==> src/rtl/mem_arbiter.sv <==
// Purpose : arbitrates a fetch port and a load/store port onto one shared memory port, with a
//           single outstanding transaction and a fetch anti-starvation limit.
// Latency : one cycle arbitration (IDLE -> REQ); grant and response pass through combinationally.
// Backpressure: the request is held in REQ until mem_gnt_i; a requester keeps req asserted until its gnt.
//
// Ports:
//   clk_i, rst_i                       clock, asynchronous active-high reset
//   imem_req_i/addr_i -> gnt/rvalid/rdata_o            fetch side (read-only, full-word)
//   dmem_req/we/be/addr/wdata_i -> gnt/rvalid/rdata_o  load/store side
//   mem_req/we/be/addr/wdata_o, mem_gnt_i, mem_rvalid_i, mem_rdata_i   shared memory port
module mem_arbiter #(
    parameter int STARVE_LIMIT = 4
) (
    input  logic        clk_i,
    input  logic        rst_i,

    input  logic        imem_req_i,
    input  logic [31:0] imem_addr_i,
    output logic        imem_gnt_o,
    output logic        imem_rvalid_o,
    output logic [31:0] imem_rdata_o,

    input  logic        dmem_req_i,
    input  logic        dmem_we_i,
    input  logic [3:0]  dmem_be_i,
    input  logic [31:0] dmem_addr_i,
    input  logic [31:0] dmem_wdata_i,
    output logic        dmem_gnt_o,
    output logic        dmem_rvalid_o,
    output logic [31:0] dmem_rdata_o,

    output logic        mem_req_o,
    output logic        mem_we_o,
    output logic [3:0]  mem_be_o,
    output logic [31:0] mem_addr_o,
    output logic [31:0] mem_wdata_o,
    input  logic        mem_gnt_i,
    input  logic        mem_rvalid_i,
    input  logic [31:0] mem_rdata_i
);

    // +2 keeps the counter at least one bit wide even for STARVE_LIMIT = 0.
    localparam int CW = $clog2(STARVE_LIMIT + 2);
    localparam logic [CW-1:0] LIMIT = CW'(STARVE_LIMIT);

    typedef enum logic [1:0] {
        IDLE = 2'd0,
        REQ  = 2'd1,
        WAIT = 2'd2
    } state_t;

    state_t          state;
    logic            owner_dmem;   // 1 = load/store owns the transaction, 0 = fetch
    logic            req_we;
    logic [3:0]      req_be;
    logic [31:0]     req_addr;
    logic [31:0]     req_wdata;
    logic [CW-1:0]   streak;       // consecutive data wins while a fetch was waiting

    logic            pick_dmem;
    logic            pick_imem;
    logic            txn_gnt;
    logic            txn_rvalid;

    // Data normally wins; once the streak hits the limit a waiting fetch goes first.
    always_comb begin
        pick_dmem = dmem_req_i && !(imem_req_i && (streak == LIMIT));
        pick_imem = imem_req_i && !pick_dmem;
    end

    always_ff @(posedge clk_i or posedge rst_i) begin
        if (rst_i) begin
            state      <= IDLE;
            owner_dmem <= 1'b0;
            req_we     <= 1'b0;
            req_be     <= 4'b0000;
            req_addr   <= 32'h0;
            req_wdata  <= 32'h0;
            streak     <= '0;
        end else begin
            case (state)
                IDLE: begin
                    if (pick_dmem) begin
                        owner_dmem <= 1'b1;
                        req_we     <= dmem_we_i;
                        req_be     <= dmem_be_i;
                        req_addr   <= dmem_addr_i;
                        req_wdata  <= dmem_wdata_i;
                        state      <= REQ;
                        if (!imem_req_i)
                            streak <= '0;
                        else if (streak != LIMIT)
                            streak <= streak + 1'b1;
                    end else if (pick_imem) begin
                        owner_dmem <= 1'b0;
                        req_we     <= 1'b0;
                        req_be     <= 4'b1111;
                        req_addr   <= imem_addr_i;
                        req_wdata  <= 32'h0;
                        state      <= REQ;
                        streak     <= '0;
                    end
                end
                REQ: begin
                    // A same-cycle response skips WAIT entirely.
                    if (mem_gnt_i)
                        state <= mem_rvalid_i ? IDLE : WAIT;
                end
                WAIT: begin
                    if (mem_rvalid_i)
                        state <= IDLE;
                end
                default: state <= IDLE;
            endcase
        end
    end

    // Grant and response are only meaningful inside a transaction; stray
    // mem_gnt_i / mem_rvalid_i in other states never reach a requester.
    always_comb begin
        txn_gnt    = (state == REQ) && mem_gnt_i;
        txn_rvalid = (txn_gnt || (state == WAIT)) && mem_rvalid_i;
    end

    assign mem_req_o     = (state == REQ);
    assign mem_we_o      = req_we;
    assign mem_be_o      = req_be;
    assign mem_addr_o    = req_addr;
    assign mem_wdata_o   = req_wdata;

    assign imem_gnt_o    = txn_gnt && !owner_dmem;
    assign dmem_gnt_o    = txn_gnt && owner_dmem;
    assign imem_rvalid_o = txn_rvalid && !owner_dmem;
    assign dmem_rvalid_o = txn_rvalid && owner_dmem;
    assign imem_rdata_o  = mem_rdata_i;
    assign dmem_rdata_o  = mem_rdata_i;

endmodule

==> config.mk <==
export PLATFORM = sky130hd
export DESIGN_NAME = mem_arbiter
export DESIGN_NICKNAME = d
export VERILOG_FILES = /design/src/rtl/mem_arbiter.sv
export SDC_FILE = /design/constraint.sdc
export NUM_CORES = 1
export LEC_CHECK = 0
export ABC_AREA = 1
export BUFFER_PORTS_ARGS = -buffer_cell sky130_fd_sc_hd__buf_2
export CORE_AREA = 2 2 106 108
export DETAILED_ROUTE_END_ITERATION = 6
export DIE_AREA = 0 0 108 110
export GPL_ROUTABILITY_DRIVEN = 0
export GPL_TIMING_DRIVEN = 1
export PLACE_DENSITY_LB_ADDON = 0.2
export SKIP_LAST_GASP = 1
export SYNTH_ARGS = -nofsm -noshare
export SYNTH_HDL_FRONTEND = slang
export SYNTH_SLANG_ARGS = --single-unit
export TNS_END_PERCENT = 50
==> constraint.sdc <==
create_clock -name clk_i -period 2.6 [get_ports clk_i]
set_input_delay 0.13 -clock clk_i [delete_from_list [all_inputs] [get_ports clk_i]]
set_output_delay 0.13 -clock clk_i [all_outputs]
set_load 0.01 [all_outputs]
# ---- Word-level counts from Yosys, hierarchy flattened
# Index checks and enable logic that the tools add are counted.
dict set report word_totals {
  output_inout_bits 138
  register_bits 75
}
dict set report classes {
  muxes 19
  add_sub_neg 1
  reduce_logical 18
  n_eq_ne 8
}
# operator count
set ops {}
lappend ops {{$mux 32} 4}
lappend ops {{$mux 3} 4}
lappend ops {{$mux 2} 5}
lappend ops {{$logic_and 1x1->1} 9}
lappend ops {{$mux 4} 2}
lappend ops {{$ne 3x3->1 const B} 2}
lappend ops {{$pmux 2 s3} 1}
lappend ops {{$reduce_and 3->1} 2}
lappend ops {{$add 3x1->3 const B} 1}
lappend ops {{$eq 3x3->1 const B} 1}
lappend ops {{$logic_not 1->1} 3}
lappend ops {{$mux 1} 3}
lappend ops {{$ne 3x2->1 const B} 1}
lappend ops {{$eq 2x1->1 const B} 1}
lappend ops {{$eq 2x2->1 const B} 1}
lappend ops {{$logic_not 2->1} 1}
lappend ops {{$ne 2x1->1 const B} 1}
lappend ops {{$ne 2x2->1 const B} 1}
lappend ops {{$reduce_and 2->1} 1}
lappend ops {{$reduce_bool 2->1} 1}
lappend ops {{$logic_or 1x1->1} 1}

# ---- Longest topological paths before layout
# Gate-level depths: netlist of run 1.
dict set report depth {
  word_depth 9
  depth_mapped 8
}

# ---- Least setup slack after synthesis of run 1
# OpenSTA, ideal clock, no wires.
dict set report synth_timing {
  path_kind {register to register}
  from {register streak[0]}
  to {register req_addr[0], in the netlist mem_addr_o[0]}
  setup_slack_ps 1257
  setup_time_ps 118
  path_stages_with_launch 8
  path_buffers 1
  t_arrival_ps 1225
  cell_sequence {dfrtp_1 -> inv_1 -> ha_1 -> nand3_2 -> clkbuf_1 -> nand3_1 -> nand3_1 -> nand2_1}
}
dict set report synth_via {
  elab_chain_len 8
  elab_cells_between_ends 9
  classes_between {eq/ne: 1; mux: 1; reduce/logical: 7}
}
# element line
set synth_rtl {}
lappend synth_rtl {{start, declared} 58} ;# logic [CW-1:0] streak;
lappend synth_rtl {{start signal, assigned} 93} ;# streak <= streak + 1'b1;
lappend synth_rtl {{$eq 3x3->1 *} 67} ;# pick_dmem = dmem_req_i && !(imem_req_i && (streak == LIMIT));
lappend synth_rtl {{$logic_and 1x1->1 *} 67}
lappend synth_rtl {{$logic_not 1->1 *} 67}
lappend synth_rtl {{$logic_and 1x1->1 *} 67}
lappend synth_rtl {{$logic_not 1->1} 68} ;# pick_imem = imem_req_i && !pick_dmem;
lappend synth_rtl {{$logic_and 1x1->1} 68}
lappend synth_rtl {{$reduce_bool 2->1 (no line)} --}
lappend synth_rtl {{$reduce_and 2->1 (no line)} --}
lappend synth_rtl {{end signal, assigned} 87} ;# req_addr <= dmem_addr_i;
lappend synth_rtl {{end signal, assigned} 98} ;# req_addr <= imem_addr_i;
lappend synth_rtl {{end, declared} 56} ;# logic [31:0] req_addr;
# Mark *: on every way between the ends. The rest lies on a longest branch, timed or not.
# A chain may end at the register's enable or synchronous reset.

# ---- Worst setup path after layout of run 1
dict set report layout_timing {
  from {register streak[0]}
  to {register req_we, in the netlist mem_we_o}
}
dict set report layout_via {
  elab_chain_len 8
  elab_cells_between_ends 9
  classes_between {eq/ne: 1; mux: 1; reduce/logical: 7}
}
# element line
set layout_rtl {}
lappend layout_rtl {{$eq 3x3->1 *} 67}
lappend layout_rtl {{$logic_and 1x1->1 *} 67}
lappend layout_rtl {{$logic_not 1->1 *} 67}
lappend layout_rtl {{$logic_and 1x1->1 *} 67}
lappend layout_rtl {{$logic_not 1->1} 68}
lappend layout_rtl {{$logic_and 1x1->1} 68}
lappend layout_rtl {{$reduce_bool 2->1 (no line)} --}
lappend layout_rtl {{$reduce_and 2->1 (no line)} --}
lappend layout_rtl {{end signal, assigned} 85} ;# req_we <= dmem_we_i;
lappend layout_rtl {{end, declared} 54} ;# logic req_we;
# Marks and branches as above.

==> impl_metrics.ini, run 1 <==
[pwr]
peakVddDrop_mv = 0.424
powerDensity_nw_per_um2 = 948
leakage_nw = 3.13
power.total_mw = 4.89

[layout]
diodes = 0
layout.nets = 830
fillers = 1056
final_util_pct = 48.2
area_delta_synth_final_pct = 27.1
regArea_um2 = 1880
drive_gt1_share_pct = 30.0
multi_input_comb_area_um2 = 1260

[place]
hpwl_um = 7020
port_buffers = 180

[synthesis]
yosysUniqueCellTypes = 19
yosys.area_share.simple_pct = 29.2
synth-main-ff-cell = dfrtp_1
async_flop_share_pct = 100
syn_nets = 680
syn-cell-area_um2 = 4060
syn_inst = 539
synth_compound_area_share_pct = 0.894
ys_seq_area_share_pct = 46.2
synth_area_leaders = dfrtp_1, nand2_1, buf_4, nand3_1, inv_1
synth_area_leader_cell = dfrtp_1
synth-xor-area-share_pct = 0.216
synth_edf_count = 0
synth.mux.area_fraction_pct = 0
synth_top_family_by_area = simple AND/OR/NAND/NOR gates
synth_top_cells_by_count = nand2_1, dfrtp_1, inv_1
synth_warnings = 0
yosysMostFrequentCell = nand2_1
ys_ff_latch = 75
synth.avg_cell_area_um2 = 7.53
synth_top_area_share_pct = 46.2
synthAdderAreaFrac_pct = 0.617

[critical_path]
cp_slowest_stage_delay_ns = 0.49
crit_chain = inv_1, ha_1, nand3_2, nand3_2, inv_2, nand2_1, nand2_1
critPathLaunchType = flop
critPathMaxFanout = 33
cp_slowest_cell = inv_2
crit_arrival_ns = 2.19
required_ns = 2.88
r2r-start = streak[0]$_DFFE_PP0P_
worstSetupEndpoint = mem_we_o$_DFFE_PP0P_
r2r_setup_slack_ns = 0.69
r2r_cells = 7
r2r_end = mem_we_o$_DFFE_PP0P_
worstSetupEndpointType = flop
worstSetupStartpoint = streak[0]$_DFFE_PP0P_
critical_path_class = flop to flop

[sta]
fmax_mhz = 522
final-hold-violation-count = 0
rsz0062_at_grt = no
period_share_pct = 73.6
finalSetupViolCount = 0
tightest_slew_ns = 0.665
fin_tns_setup_ns = 0
timing.final.crit_period_ns = 1.91
max-slew-margin-rel_pct = 55.6
skew_ns = 0.00817
finalMaxSlewViolations = 0

[global_route]
antenna_found_initial = 0
grt_pass1_vias = 3643
grt_max_degree = 50
track_usage_pct = 17.4
grt_pass1_wl_um = 16400
grt_overflow = 0

[floorplan]
start_util_pct = 37.9
die_h_um = 110
coreArea_um2 = 10700
die_x_um = 108
boundaryPins = 277
num_rows = 38
dieArea_um2 = 11900

[clock_tree]
root_buffer = clkbuf_8
worstSkewPairLatency_ns = 0.34
cts.htree.levels = 3
post-cts-setup-buffer-count = 0
clkSinkCount = 75
clkSlewWorstSetupHoldPaths_ns = 0.08
cts_made_buffers = 9
cts_tree = built
clockBufferDepth = 2

[job]
max_cap_violations = 0

[run_status]
status = complete, no violations

[drt]
vias = 3637
first_pass_iters = 4
routed_wl_um = 10400
ant_nets = 0
drtIter0Drc = 190
vias_per_cell = 4.36
wl_per_cell_um = 12.4
drcViolationCount = 0

[worst_hold_path]
hold_class = primary input to flop
==> worst max-delay path, delay by kind of cell, from the launching register on <==
| kind | cells | cell delay (ns) |
|---|---|---|
| buffers and inverters | 2 | 0.55 |
| adder cells (fa/ha/maj) | 1 | 0.21 |
| flip-flops | 1 | 0.39 |
| AND/OR/NAND/NOR | 4 | 0.68 |
==> where the power goes <==
group / total [mW] / internal, mW / switching, mW
registers: 1.97 / 1.69 / 0.283
clock network: 0.889 / 0.465 / 0.424
logic: 2.03 / 0.799 / 1.23
total: 4.89 / 2.95 / 1.94
==> how the worst min path moves through the flow <==
stage	from	endpoint	slack [ns]	depth (start not counted)
after detailed placement	rst_i	mem_wdata_o[19]$_DFFE_PP0P_	0.25	2
final	imem_addr_i[17]	mem_addr_o[17]$_DFFE_PP0P_	0.08	5
after global placement	rst_i	mem_wdata_o[19]$_DFFE_PP0P_	0.24	2
after floorplan	mem_rvalid_i	state[1]$_DFFE_PP0P_	0.19	1
after CTS	imem_addr_i[7]	mem_addr_o[7]$_DFFE_PP0P_	0.06	5
after global routing	imem_addr_i[7]	mem_addr_o[7]$_DFFE_PP0P_	0.09	5
==> cells by family (layout without fill, tap and decap cells) <==
| logic type | after synthesis | in the layout |
|---|---|---|
| AND/OR/NAND/NOR | 290 | 290 |
| buffers and inverters | 164 | 319 |
| flip-flops | 75 | 75 |
| AO/OA/AOI/OAI | 7 | 7 |
| adder cells (fa/ha/maj) | 2 | 2 |
| XOR/XNOR | 1 | 1 |
==> final cells by class <==
class | instances | area share, %
clock inverter | 5 | 1.02
multi-input combinational | 300 | 24.4
timing repair buffer | 227 | 26.5
sequential | 75 | 36.4
inverter | 76 | 5.55
clock buffer | 11 | 2.74
tap | 140 | 3.39
==> sequential cells by signal, indices dropped and copies added, names as in the netlist <==
| register | flops |
|---|---|
| mem_addr_o | 32 |
| mem_wdata_o | 32 |
| mem_be_o | 4 |
| streak | 3 |
| state | 2 |
| mem_we_o | 1 |
| owner_dmem | 1 |
==> routing by layer <==
| metal | GRT usage (%) | vias to the layer above | wire length [µm] |
|---|---|---|---|
| met5 | 0 | - | 0 |
| met4 | 7.14 | 0 | 155 |
| met3 | 4.00 | 15 | 762 |
| met2 | 30.3 | 154 | 4880 |
| met1 | 21.0 | 1622 | 4560 |
| li1 | - | 1846 | - |
==> metrics by stage <==
step	instance area [µm²]	hold slack, ns	worst slack [ns]	cells
after floorplan	4060	0.193	0.560	539
after global placement	4570	0.244	0.726	778
after detailed placement	4570	0.247	0.699	778
after CTS	5160	0.0633	0.663	834
after global routing	5160	0.0900	0.467	834
final	5160	0.0787	0.685	834
==> cells in the final DEF (no fill, tap or decap), types with 2 or more instances in the layout <==
master and n:
buf_2 180, buf_4 6, clkbuf_8 10, clkinv_2 4, dfrtp_1 75, dlygate4sd3_1 40, ha_1 2, inv_1 73
inv_2 2, nand2_1 202, nand3_1 64, nand3_2 2, nor2_1 20, o21ai_0 5
==> repair_timing <==
action | 4_1_cts | 5_1_grt
hold buffers | 40 | 0
hold endpoints to repair | 74 | 0
gates resized for setup | 0 | 0
Power figures use the tool's default switching activity.
==> inputs of run 2 (changes only) <==
--- a/config.mk
+++ b/config.mk
@@ -5,11 +5,11 @@
 export SDC_FILE = /design/constraint.sdc
 export NUM_CORES = 1
 export LEC_CHECK = 0
-export ABC_AREA = 1
+export ABC_AREA = 0
 export BUFFER_PORTS_ARGS = -buffer_cell sky130_fd_sc_hd__buf_2
-export CORE_AREA = 2 2 106 108
+export CORE_AREA = 2 2 108 110
 export DETAILED_ROUTE_END_ITERATION = 6
-export DIE_AREA = 0 0 108 110
+export DIE_AREA = 0 0 110 112
 export GPL_ROUTABILITY_DRIVEN = 0
 export GPL_TIMING_DRIVEN = 1
 export PLACE_DENSITY_LB_ADDON = 0.2
==> constraint.sdc (replaced) <==
create_clock -name clk_i -period 1.8 [get_ports clk_i]
set_input_delay 0.09 -clock clk_i [delete_from_list [all_inputs] [get_ports clk_i]]
set_output_delay 0.09 -clock clk_i [all_outputs]
set_load 0.01 [all_outputs]
==> run 2 against run 1 <==
Sequential power rose by 46%. Utilization fell by 0.99 points. Synthesized area fell by 1.4%. Largest cell class unchanged.
==> impl_metrics.ini, run 2 <==
[synthesis]
synth.mux.area_fraction_pct = 0
yosys.area_share.simple_pct = 10.9
synth_compound_area_share_pct = 21.2
synth_top_cells_by_count = dfrtp_1, buf_4, inv_1
syn_nets = 509
ys_ff_latch = 75
synth_area_leaders = dfrtp_1, buf_4, o221ai_2, a22o_1, nand4_1
yosysMostFrequentCell = dfrtp_1
async_flop_share_pct = 100
ys_seq_area_share_pct = 46.9
syn-cell-area_um2 = 4000
yosysUniqueCellTypes = 30
synth-main-ff-cell = dfrtp_1
synth.avg_cell_area_um2 = 10.9
synthAdderAreaFrac_pct = 0.626
synth_edf_count = 0
synth_warnings = 0
synth_top_area_share_pct = 46.9
syn_inst = 368
synth_area_leader_cell = dfrtp_1
synth-xor-area-share_pct = 0.219
synth_top_family_by_area = compound AO/OA/AOI/OAI gates

[drt]
drtIter0Drc = 232
vias = 3396
ant_nets = 0
drcViolationCount = 0
routed_wl_um = 11400
wl_per_cell_um = 17.2
vias_per_cell = 5.11
first_pass_iters = 4

[sta]
final-hold-violation-count = 0
max-slew-margin-rel_pct = 64.0
period_share_pct = 91.4
fin_tns_setup_ns = 0
skew_ns = 0.00336
finalMaxSlewViolations = 0
tightest_slew_ns = 0.538
fmax_mhz = 608
rsz0062_at_grt = no
timing.final.crit_period_ns = 1.65
finalSetupViolCount = 0

[worst_hold_path]
hold_class = primary input to flop
hp-start = dmem_wdata_i[11]
whs_path_depth = 2

[clock_tree]
root_buffer = clkbuf_16
worstSkewPairLatency_ns = 0.32
cts.htree.levels = 3
post-cts-setup-buffer-count = 0
cts_made_buffers = 9
clkSlewWorstSetupHoldPaths_ns = 0.06
cts_tree = built
clockBufferDepth = 2
clkSinkCount = 75

[pwr]
power.total_mw = 8.45
peakVddDrop_mv = 0.609
leakage_nw = 2.59
powerDensity_nw_per_um2 = 1600

[floorplan]
start_util_pct = 35.8
num_rows = 39
die_h_um = 112
dieArea_um2 = 12300
coreArea_um2 = 11200
die_x_um = 110
boundaryPins = 277

[global_route]
antenna_found_initial = 0
grt_pass1_wl_um = 17700
grt_max_degree = 38
grt_overflow = 0
track_usage_pct = 18.6
grt_pass1_vias = 3417

[critical_path]
cp_slowest_stage_delay_ns = 0.41
worstSetupEndpoint = dmem_rvalid_o
required_ns = 1.71
cp_slowest_cell = dfrtp_1
r2r_end = mem_wdata_o[11]$_DFFE_PP0P_
critPathLaunchType = flop
r2r_cells = 6
crit_chain = nand2b_1, inv_2, nand2_1, a211oi_1, buf_2
critPathMaxFanout = 5
worstSetupStartpoint = state[1]$_DFFE_PP0P_
crit_arrival_ns = 1.56
worstSetupEndpointType = primary output
critPathTopFamily = flip-flops
r2r-start = streak[0]$_DFFE_PP0P_
r2r_setup_slack_ns = 0.17
cp.depth = 5
critical_path_class = flop to primary output
crit_buf_inv = 2

[run_status]
status = complete, no violations

[layout]
final_cell_mix = buf_2, dfrtp_1, dlygate4sd3_1
regArea_um2 = 1880
diodes = 0
layout.nets = 658
drive_gt1_share_pct = 47.3
multi_input_comb_area_um2 = 1320
layout_commonest_cell = buf_2
area_delta_synth_final_pct = 32.0
fillers = 1077

[place]
port_buffers = 180
hpwl_um = 8130

[job]
max_cap_violations = 0
==> run 2: metal layers <==
metal / routed length [µm] / global-route usage, %
met5: 0 / 0
met4: 396 / 9.87
met3: 604 / 2.75
met2: 5890 / 31.8
met1: 4530 / 22.1
==> run 2: repair_timing <==
action                                 4_1_cts  5_1_grt
hold buffers                                39        0
gates resized for setup                      0        0
endpoints found under the hold margin       58        0
==> run 2: logic make-up after synthesis <==
family                     count (synthesis)
buffers and inverters                    135
and+or+nand+nor                           77
adders and majority gates                  2
xor gates and xnor gates                   1
DFF                                       75
AOI/OAI and AO/OA                         78
==> run 2: power breakdown <==
part	total [mW]	switching, mW	internal (mW)
clock network	1.81	0.700	1.11
registers	2.87	0.412	2.45
logic	3.77	2.05	1.72
==> run 2: how the worst min path moves through the flow <==
stage,slack (ns),to
after floorplan,0.15,state[1]$_DFFE_PP0P_
after global placement,0.17,mem_addr_o[14]$_DFFE_PP0P_
after detailed placement,0.17,mem_addr_o[14]$_DFFE_PP0P_
after CTS,0.008,mem_wdata_o[11]$_DFFE_PP0P_
after global routing,0.009,mem_wdata_o[11]$_DFFE_PP0P_
final,0.02,mem_wdata_o[11]$_DFFE_PP0P_
==> run 2: area by class of cell <==
class	count	area share [%]
sequential	75	35.6
timing repair buffer	235	27.4
multi-input combinational	158	25.1
clock buffer	10	4.53
tap	143	3.39
inverter	38	2.77
clock inverter	6	1.23
==> run 2: metrics by stage <==
step / utilization [%] / instances / setup slack [ns] / hold slack [ns] / cell area, µm²
2_1_floorplan: - / 368 / 0.257 / 0.153 / 4000
3_3_place_gp: 41.0 / 610 / 0.243 / 0.166 / 4580
3_5_place_dp: 41.0 / 610 / 0.183 / 0.167 / 4580
4_1_cts: 47.2 / 665 / 0.103 / 0.00846 / 5280
5_1_grt: 47.2 / 665 / 0.0241 / 0.00902 / 5280
6_report: 47.2 / 665 / 0.155 / 0.0219 / 5280
==> inputs of run 3 (changes only) <==
--- a/config.mk
+++ b/config.mk
@@ -5,11 +5,12 @@
 export SDC_FILE = /design/constraint.sdc
 export NUM_CORES = 1
 export LEC_CHECK = 0
-export ABC_AREA = 0
+export ABC_AREA = 1
+export ABC_CLOCK_PERIOD_IN_PS = 1600
 export BUFFER_PORTS_ARGS = -buffer_cell sky130_fd_sc_hd__buf_2
-export CORE_AREA = 2 2 108 110
+export CORE_AREA = 2 2 106 108
 export DETAILED_ROUTE_END_ITERATION = 6
-export DIE_AREA = 0 0 110 112
+export DIE_AREA = 0 0 108 110
 export GPL_ROUTABILITY_DRIVEN = 0
 export GPL_TIMING_DRIVEN = 1
 export PLACE_DENSITY_LB_ADDON = 0.2
==> constraint.sdc (replaced) <==
create_clock -name clk_i -period 1.6 [get_ports clk_i]
set_input_delay 0.08 -clock clk_i [delete_from_list [all_inputs] [get_ports clk_i]]
set_output_delay 0.08 -clock clk_i [all_outputs]
set_load 0.01 [all_outputs]
==> run 3 against run 2 <==
Critical path depth is 3 higher. Flip-flop and latch count stayed put. Highest routed layer unchanged. Clock power is 12% lower.
==> impl_metrics.ini, run 3 (synthesis gave the netlist of run 1 again) <==
[layout]
layout_commonest_cell = nand2_1
final_cell_mix = nand2_1, buf_2, dfrtp_1
layout.nets = 836
area_delta_synth_final_pct = 29.3
fillers = 1067
multi_input_comb_area_um2 = 1260
regArea_um2 = 1880
diodes = 0
fin_cells = 840
drive_gt1_share_pct = 30.4
final_cell_area_um2 = 5250

[sta]
finalSetupViolCount = 0
whs_ns = 0.0327
period_share_pct = 90.8
skew_ns = 0.00948
max-slew-margin-rel_pct = 63.5
finalMaxSlewViolations = 0
fmax_mhz = 688
rsz0062_at_grt = yes
final-hold-violation-count = 0
timing.final.crit_period_ns = 1.45
tightest_slew_ns = 0.547

[clock_tree]
cts_made_buffers = 9
clockBufferDepth = 2
root_buffer = clkbuf_8
clkSinkCount = 75
cts_tree = built
post-cts-setup-buffer-count = 0
cts.htree.levels = 3
clkSlewWorstSetupHoldPaths_ns = 0.08
worstSkewPairLatency_ns = 0.34

[drt]
wl_per_cell_um = 12.1
drtIter0Drc = 258
vias_per_cell = 4.46
drcViolationCount = 0
first_pass_iters = 4
ant_nets = 0
routed_wl_um = 10200
vias = 3749

[place]
place_area_um2 = 4630
hpwl_um = 7180
port_buffers = 180
dp_cells = 784

[floorplan]
start_util_pct = 37.9
coreArea_um2 = 10700
num_rows = 38
dieArea_um2 = 11900
die_h_um = 110
die_x_um = 108
boundaryPins = 277

[pwr]
power.total_mw = 8.16
leakage_nw = 3.17
peakVddDrop_mv = 0.622
powerDensity_nw_per_um2 = 1560

[worst_hold_path]
hold_class = primary input to flop

[global_route]
grt_pass1_wl_um = 16400
grt_pass1_vias = 3505
grt_overflow = 0
antenna_found_initial = 0
grt_max_degree = 54
track_usage_pct = 17.3

[critical_path]
worstSetupEndpointType = flop
critPathMaxFanout = 19
required_ns = 1.82
critical_path_class = flop to flop
crit_buf_inv = 2
crit_arrival_ns = 1.68
crit_chain = inv_1, ha_1, nand3_2, nand2_1, buf_4, nand2_1, nand3_1, nand2_1
cp_slowest_cell = dfrtp_1
cp_slowest_stage_delay_ns = 0.41
critPathTopFamily = simple AND/OR/NAND/NOR gates
critPathLaunchType = flop
crit_path_frequent_cell = nand2_1

[run_status]
status = complete, no violations

[job]
max_cap_violations = 0
==> run 3: through the flow <==
stage	setup slack (ns)	utilization (%)	setup TNS [ns]
after global placement	0.0974	43.2	0
after floorplan	0.257	-	0
after global routing	-0.0259	49.0	-0.0431
final	0.147	49.0	0
after CTS	0.0383	49.0	0
after detailed placement	0.0483	43.2	0
==> run 3: path summary, 6_finish.rpt <==
kind / from / to / slack, ns / cells past startpoint
min: imem_addr_i[1] / mem_addr_o[1]$_DFFE_PP0P_ / 0.03 / 5
max: streak[0]$_DFFE_PP0P_ / mem_addr_o[2]$_DFFE_PP0P_ / 0.15 / 8
max in group asynchronous: rst_i / mem_wdata_o[2]$_DFFE_PP0P_ / 0.70 / 4
min reg2reg: mem_wdata_o[13]$_DFFE_PP0P_ / mem_wdata_o[13]$_DFFE_PP0P_ / 0.48 / 2
max reg2reg: streak[0]$_DFFE_PP0P_ / mem_addr_o[2]$_DFFE_PP0P_ / 0.15 / 8
min in group asynchronous: rst_i / mem_addr_o[31]$_DFFE_PP0P_ / 0.36 / 3
==> run 3: power by group <==
part	internal, mW	switching, mW	total (mW)
logic	1.35	1.99	3.34
registers	2.75	0.488	3.24
clock network	0.891	0.698	1.59
total	4.99	3.18	8.16
==> run 3: cell type report <==
cell class / instances / area share, %
Multi-Input combinational cell: 300 / 24.0
Inverter: 76 / 5.56
Tap cell: 140 / 3.34
Sequential cell: 75 / 35.8
Clock inverter: 5 / 1.65
Clock buffer: 11 / 2.50
Timing Repair Buffer: 233 / 27.1
==> run 3: worst register-to-register path: cells and delay by family (launching register included) <==
| kind | cells | cell delay, ns |
|---|---|---|
| buf+inv | 2 | 0.32 |
| simple gates | 5 | 0.45 |
| flops | 1 | 0.41 |
| fa+ha+maj | 1 | 0.18 |
==> run 3: metal layers <==
layer  vias to the layer above  routed length (µm)  GRT usage (%)
met3                        18                 726           4.41
met4                         0                 131           5.49
met1                      1714                4740           23.0
li1                       1850                   -              -
met2                       167                4610           27.9
met5                         -                   0              0
==> run 3: timing repair <==
| action | CTS | global route |
|---|---|---|
| hold endpoints to repair | 59 | 0 |
| hold buffers | 40 | 0 |
| endpoints found under the setup margin | 0 | 35 |
| resized for setup | 0 | 2 |
